### src/rtl/fft_frame_arbiter.sv
// Frame-atomic arbiter: grants one source for N samples onto a shared FFT and tags FFT output frames with source ID.
// Grant 1 cycle after request; data/return paths combinational, ready passed through. Define FFT_ARB_FIXED_PRIO_EN for fixed priority.

module fft_arb_id_fifo #(
  parameter int W     = 2,
  parameter int DEPTH = 4
) (
  input  logic         clk,
  input  logic         rst_n,
  input  logic         push,
  input  logic [W-1:0] push_dat,
  input  logic         pop,
  output logic [W-1:0] head,
  output logic         full,
  output logic         empty
);
  localparam int AW = (DEPTH > 1) ? $clog2(DEPTH) : 1;

  logic [W-1:0] mem [DEPTH];
  logic [AW:0]  wr_ptr, rd_ptr;
  logic         do_push, do_pop;

  assign empty   = (wr_ptr == rd_ptr);
  assign full    = (wr_ptr[AW] != rd_ptr[AW]) && (wr_ptr[AW-1:0] == rd_ptr[AW-1:0]);
  assign do_push = push && !full;
  assign do_pop  = pop && !empty;
  assign head    = mem[rd_ptr[AW-1:0]];

  always_ff @(posedge clk) begin
    if (do_push) mem[wr_ptr[AW-1:0]] <= push_dat;
  end

  always_ff @(posedge clk or negedge rst_n) begin
    if (!rst_n) begin
      wr_ptr <= '0;
      rd_ptr <= '0;
    end else begin
      if (do_push) wr_ptr <= wr_ptr + 1'b1;
      if (do_pop)  rd_ptr <= rd_ptr + 1'b1;
    end
  end
endmodule

module fft_frame_arbiter #(
  parameter int WIDTH         = 32,
  parameter int OW            = 48,
  parameter int NUM_SRC       = 3,
  parameter int N             = 256,
  parameter int ID_FIFO_DEPTH = 4
) (
  input  logic                       clk,
  input  logic                       rst_n,
  input  logic [NUM_SRC*WIDTH-1:0]   s_tdata,
  input  logic [NUM_SRC-1:0]         s_tvalid,
  output logic [NUM_SRC-1:0]         s_tready,
  output logic [WIDTH-1:0]           m_tdata,
  output logic                       m_tvalid,
  input  logic                       m_tready,
  output logic                       m_tlast,
  input  logic [OW-1:0]              r_tdata,
  input  logic                       r_tvalid,
  input  logic                       r_tlast,
  output logic                       r_tready,
  output logic [OW-1:0]              o_tdata,
  output logic                       o_tvalid,
  output logic                       o_tlast,
  output logic [((NUM_SRC > 1) ? $clog2(NUM_SRC) : 1)-1:0] o_tid,
  input  logic                       o_tready,
  output logic                       busy,
  output logic                       err_orphan
);
  localparam int IDW = (NUM_SRC > 1) ? $clog2(NUM_SRC) : 1;
  localparam int CW  = (N > 1) ? $clog2(N) : 1;

  typedef enum logic {IDLE, STREAM} state_t;

  state_t         state_q, state_d;
  logic [CW-1:0]  count_q, count_d;
  logic [IDW-1:0] grant_q, grant_d;
  logic [IDW-1:0] pick;
  logic           pick_vld;
  logic           push, pop;
  logic           fifo_full, fifo_empty;
  logic [IDW-1:0] fifo_head;

`ifdef FFT_ARB_FIXED_PRIO_EN
  always_comb begin
    pick     = '0;
    pick_vld = 1'b0;
    for (int i = NUM_SRC - 1; i >= 0; i--) begin
      if (s_tvalid[i]) begin
        pick     = IDW'(i);
        pick_vld = 1'b1;
      end
    end
  end
`else
  logic [IDW-1:0]         rr_ptr;
  logic [2*NUM_SRC-1:0]   req_rot;
  logic [IDW:0]           rr_sum;

  // Rotate the doubled request vector so index 0 is rr_ptr; first set bit wins.
  always_comb begin
    req_rot  = {s_tvalid, s_tvalid} >> rr_ptr;
    pick     = '0;
    pick_vld = 1'b0;
    rr_sum   = '0;
    for (int i = 0; i < NUM_SRC; i++) begin
      if (!pick_vld && req_rot[i]) begin
        rr_sum = {1'b0, rr_ptr} + (IDW+1)'(i);
        if (rr_sum >= (IDW+1)'(NUM_SRC)) rr_sum = rr_sum - (IDW+1)'(NUM_SRC);
        pick     = rr_sum[IDW-1:0];
        pick_vld = 1'b1;
      end
    end
  end

  always_ff @(posedge clk or negedge rst_n) begin
    if (!rst_n) begin
      rr_ptr <= '0;
    end else if (push) begin
      rr_ptr <= (pick == IDW'(NUM_SRC - 1)) ? '0 : pick + 1'b1;
    end
  end
`endif

  always_comb begin
    state_d  = state_q;
    count_d  = count_q;
    grant_d  = grant_q;
    push     = 1'b0;
    s_tready = '0;
    m_tdata  = '0;
    m_tvalid = 1'b0;
    m_tlast  = 1'b0;
    busy     = 1'b0;
    case (state_q)
      IDLE: begin
        // fifo_full is this cycle's value, so a same-cycle pop does not unblock the grant.
        if (pick_vld && !fifo_full) begin
          grant_d = pick;
          push    = 1'b1;
          state_d = STREAM;
        end
      end
      STREAM: begin
        busy = 1'b1;
        for (int i = 0; i < NUM_SRC; i++) begin
          if (grant_q == IDW'(i)) begin
            m_tdata     = s_tdata[i*WIDTH +: WIDTH];
            m_tvalid    = s_tvalid[i];
            s_tready[i] = m_tready;
          end
        end
        m_tlast = (count_q == CW'(N - 1));
        if (m_tvalid && m_tready) begin
          if (m_tlast) begin
            count_d = '0;
            state_d = IDLE;
          end else begin
            count_d = count_q + 1'b1;
          end
        end
      end
      default: state_d = IDLE;
    endcase
  end

  always_ff @(posedge clk or negedge rst_n) begin
    if (!rst_n) begin
      state_q <= IDLE;
      count_q <= '0;
      grant_q <= '0;
    end else begin
      state_q <= state_d;
      count_q <= count_d;
      grant_q <= grant_d;
    end
  end

  assign pop = r_tvalid && o_tready && r_tlast && !fifo_empty;

  fft_arb_id_fifo #(
    .W     (IDW),
    .DEPTH (ID_FIFO_DEPTH)
  ) u_id_fifo (
    .clk      (clk),
    .rst_n    (rst_n),
    .push     (push),
    .push_dat (grant_d),
    .pop      (pop),
    .head     (fifo_head),
    .full     (fifo_full),
    .empty    (fifo_empty)
  );

  assign o_tdata  = r_tdata;
  assign o_tvalid = r_tvalid;
  assign o_tlast  = r_tlast;
  assign r_tready = o_tready;
  assign o_tid    = fifo_empty ? '0 : fifo_head;

  always_ff @(posedge clk or negedge rst_n) begin
    if (!rst_n) begin
      err_orphan <= 1'b0;
    end else if (r_tvalid && fifo_empty) begin
      err_orphan <= 1'b1;
    end
  end
endmodule

### config.mk
export PLATFORM = sky130hd
export DESIGN_NAME = fft_frame_arbiter
export DESIGN_NICKNAME = d
export VERILOG_FILES = /design/src/rtl/fft_frame_arbiter.sv
export SDC_FILE = /design/constraint.sdc
export NUM_CORES = 1
export LEC_CHECK = 0
export CORE_AREA = 2 2 92 116
export CTS_CLUSTER_SIZE = 40
export DETAILED_ROUTE_END_ITERATION = 12
export DIE_AREA = 0 0 94 118
export PLACE_DENSITY = 0.76
export REMOVE_ABC_BUFFERS = 1
export SYNTH_ARGS = -nofsm -noshare
export SYNTH_HDL_FRONTEND = slang
export SYNTH_SLANG_ARGS = --single-unit
### constraint.sdc
create_clock -name clk -period 2.4 [get_ports clk]
set_clock_uncertainty 0.2 [all_clocks]
set_input_delay 0.24 -clock clk [delete_from_list [all_inputs] [get_ports clk]]
set_output_delay 0.24 -clock clk [all_outputs]
set_load 0.02 [all_outputs]
==> flow_metrics.tcl <==
set metrics [dict create \
    min_period_ns 2.29 \
    antenna_found_initial 9 \
    status "completed" \
    mostFrequentLayoutCell "clkdlybuf4s50_1" \
    path_cells "buf_4, nor2b_4, buf_4, a21oi_1, nor2_1, dlygate4sd2_1" \
    start_util_pct 28.3 \
    r2r-start "state_q$_DFF_PN0_" \
    drt-total-wl_mm 14.0 \
    final_cell_mix "clkdlybuf4s50_1 (112), nor2_1 (67), a21oi_1 (35)" \
    drv_slew 0 \
    peakVddDrop_mv 0.457 \
    avgSynthCellArea_um2 8.26 \
    crit_path_end_kind "primary output" \
    min_period_over_period_pct 95.5 \
    slowest_delay_ns 0.48 \
    first_pass_iters 4 \
    grt_pass1_wl_mm 19.4 \
    numCtsBuffers 3 \
    areaGrowthSynthToFinish_pct 51.0 \
    nNetsFinal 603 \
    placedInstanceArea_mm2 0.00410 \
    drv_cap 0 \
    critPathRequiredTime_ns 1.96 \
    cts_tree "built" \
    die_w_um 94 \
    criticalPathCategory "register to primary output" \
    grt_usage_pct 24.5 \
    crit_slowest_cell "dfrtp_2" \
    ant_nets 0 \
    drt_iter0_drc 148 \
    synth_seq_cells 28 \
    regToRegSetupSlack_ns 0.27 \
    place.gp.congestion 0.856 \
    p_per_area_mw_per_mm2 1110 \
    synth_ff_type "dfrtp_1" \
    hp-class "primary input to async pin" \
    grt_max_degree 26 \
    synth.yosys.warnings 0 \
    critical_path.top_delay_family "buffers and inverters" \
    cts-root-buf "clkbuf_16" \
    netlist_instances 342 \
    grt_pass1_vias 2903 \
    hold_buffers 0 \
    finalWorstSetupSlack_ns 0.107 \
    gr-total-overflow 0 \
    path_clk_slew_ns 0.07 \
    seq_area_frac_synth_pct 26.2 \
    cp-start-kind "register" \
    core_mm2 0.0100 \
    worstPathArrival_ns 1.85 \
    drive_gt1_share_pct 8.88 \
    setup_tns_ns 0 \
    worstMarginPinSlew_ns 0.385 \
    fmax_mhz 436 \
    r2r_cells 5 \
    cp_num_buf_inv 3 \
    vias_per_cell 4.96 \
    crit_top_cell "buf_4" \
    rsz0062_at_grt "no" \
    ys_types 53 \
    hpwlAfterDp_mm 12.0 \
    die_y_um 118 \
    p_leak_nw 1.90 \
    place_ws_ns 0.0462 \
    vias 2834 \
    drc 0 \
    io_buffers 148 \
    timing.final.hold_violations 0 \
    cts_max_level 1 \
    io_pins 245 \
    setup_viol 0 \
    final_core_util_pct 42.7 \
    postSynth.asyncResetShare_pct 71.4 \
    wl_per_cell_um 24.5 \
    clock_sinks 28 \
    crit_path_max_fanout 10 \
    synth_area_mm2 0.00283 \
    reg2reg_to "u_id_fifo.mem[1][0]$_DFFE_PP_" \
    row_count 41 \
    final_area_mm2 0.00427 \
    slew_headroom_pct 74.3 \
    dieArea_mm2 0.0111 \
    insertion_delay_ns 0.26 \
    cts_buffer_depth 2 \
    synth_edf_count 8 \
]
-- cells in the mapped netlist (4+ instances only) --
master | instances | area share [%]
xnor2_1 | 6 | 1.9
edfxtp_1 | 8 | 8.5
nand3_1 | 5 | 0.89
mux2i_1 | 33 | 12
inv_1 | 7 | 0.93
dfrtp_1 | 20 | 18
ha_1 | 10 | 4.4
nand3b_1 | 4 | 1.1
clkbuf_1 | 7 | 0.93
and2_1 | 5 | 1.1
buf_2 | 9 | 1.6
nor3_1 | 5 | 0.89
nand2_1 | 11 | 1.5
buf_4 | 53 | 14
a21oi_1 | 35 | 6.2
nor2_1 | 67 | 8.9
xor2_1 | 4 | 1.2
-- through the flow --
stage          hold WS (ns)  std cells  total power [mW]
3_3_place_gp          0.241        561              4.24
6_report              0.125        571              4.72
4_1_cts               0.138        566              4.68
2_1_floorplan        -0.256        270              2.78
3_5_place_dp          0.258        561              4.32
5_1_grt               0.162        568              5.04
-- registers in the layout (all words and copies together) (netlist names) --
| register | count |
|---|---|
| count_q | 8 |
| u_id_fifo.mem | 8 |
| u_id_fifo.rd_ptr | 3 |
| u_id_fifo.wr_ptr | 3 |
| grant_q | 2 |
| rr_ptr | 2 |
| err_orphan | 1 |
| state_q | 1 |
-- metal layers --
layer / track usage (%) / share of wire, % / up-vias / wire (µm)
met2: 37.9 / 43 / 246 / 6080
met3: 25.7 / 24 / 22 / 3300
met1: 22.0 / 30 / 1238 / 4190
met4: 5.43 / 2.2 / 12 / 303
met5: 3.43 / 0.87 / - / 122
li1: - / - / 1316 / -
-- worst max-delay path by stage --
stage / cells after the start / slack [ns] / to / start
after floorplan: 5 / -0.88 / count_q[4]$_DFFE_PN0P_ / grant_q[0]$_DFF_PN0_
after global placement: 7 / 0.1 / u_id_fifo.mem[0][1]$_DFFE_PP_ / s_tvalid[1]
after detailed placement: 5 / 0.05 / u_id_fifo.mem[1][0]$_DFFE_PP_ / s_tvalid[2]
after CTS: 3 / 0.0001 / o_tid[1] / u_id_fifo.rd_ptr[0]$_DFFE_PN0P_
after global routing: 5 / 0.04 / m_tvalid / grant_q[0]$_DFF_PN0_
final: 6 / 0.11 / m_tdata[27] / grant_q[0]$_DFF_PN0_
-- power by group --
group | switching [mW] | total (mW) | internal (mW)
sequential | 0.197 | 0.852 | 0.654
clock | 0.157 | 0.489 | 0.332
combinational | 1.88 | 3.38 | 1.50
-- kinds of logic (layout without fill, tap and decap cells) --
kind of cell	Yosys count	in the layout	synth area share (%)
AOI/OAI and AO/OA	60	60	13.8
and+or+nand+nor	117	117	19.9
DFF	28	28	26.2
muxes	36	36	13.7
xor gates and xnor gates	11	11	3.67
buffers and inverters	80	177	18.3
other	0	3	0
adders and majority gates	10	10	4.43
-- repair_timing --
| item | CTS | global route |
|---|---|---|
| gates resized for setup | 36 | 9 |
| buffers inserted | 0 | 2 |
| endpoints found under the setup margin | 28 | 5 |
| gates cloned | 1 | 0 |
-- area by class of cell --
cell class / count / area (µm²)
Fill cell: 1005 / 5740
Timing Repair Buffer: 165 / 1620
Multi-Input combinational cell: 234 / 1600
Sequential cell: 28 / 743
Tap cell: 129 / 161
Clock buffer: 3 / 75.1
Clock inverter: 1 / 30.0
Inverter: 8 / 30.0
Antenna cell: 3 / 7.51
-- worst register-to-register path: cells and delay by family (launching register included) --
family	cells	cell delay, ns
compound gates	2	0.66
buf+inv	2	0.36
flops	1	0.45
simple gates	1	0.20
No activity file was read; power rests on OpenSTA's default activity.
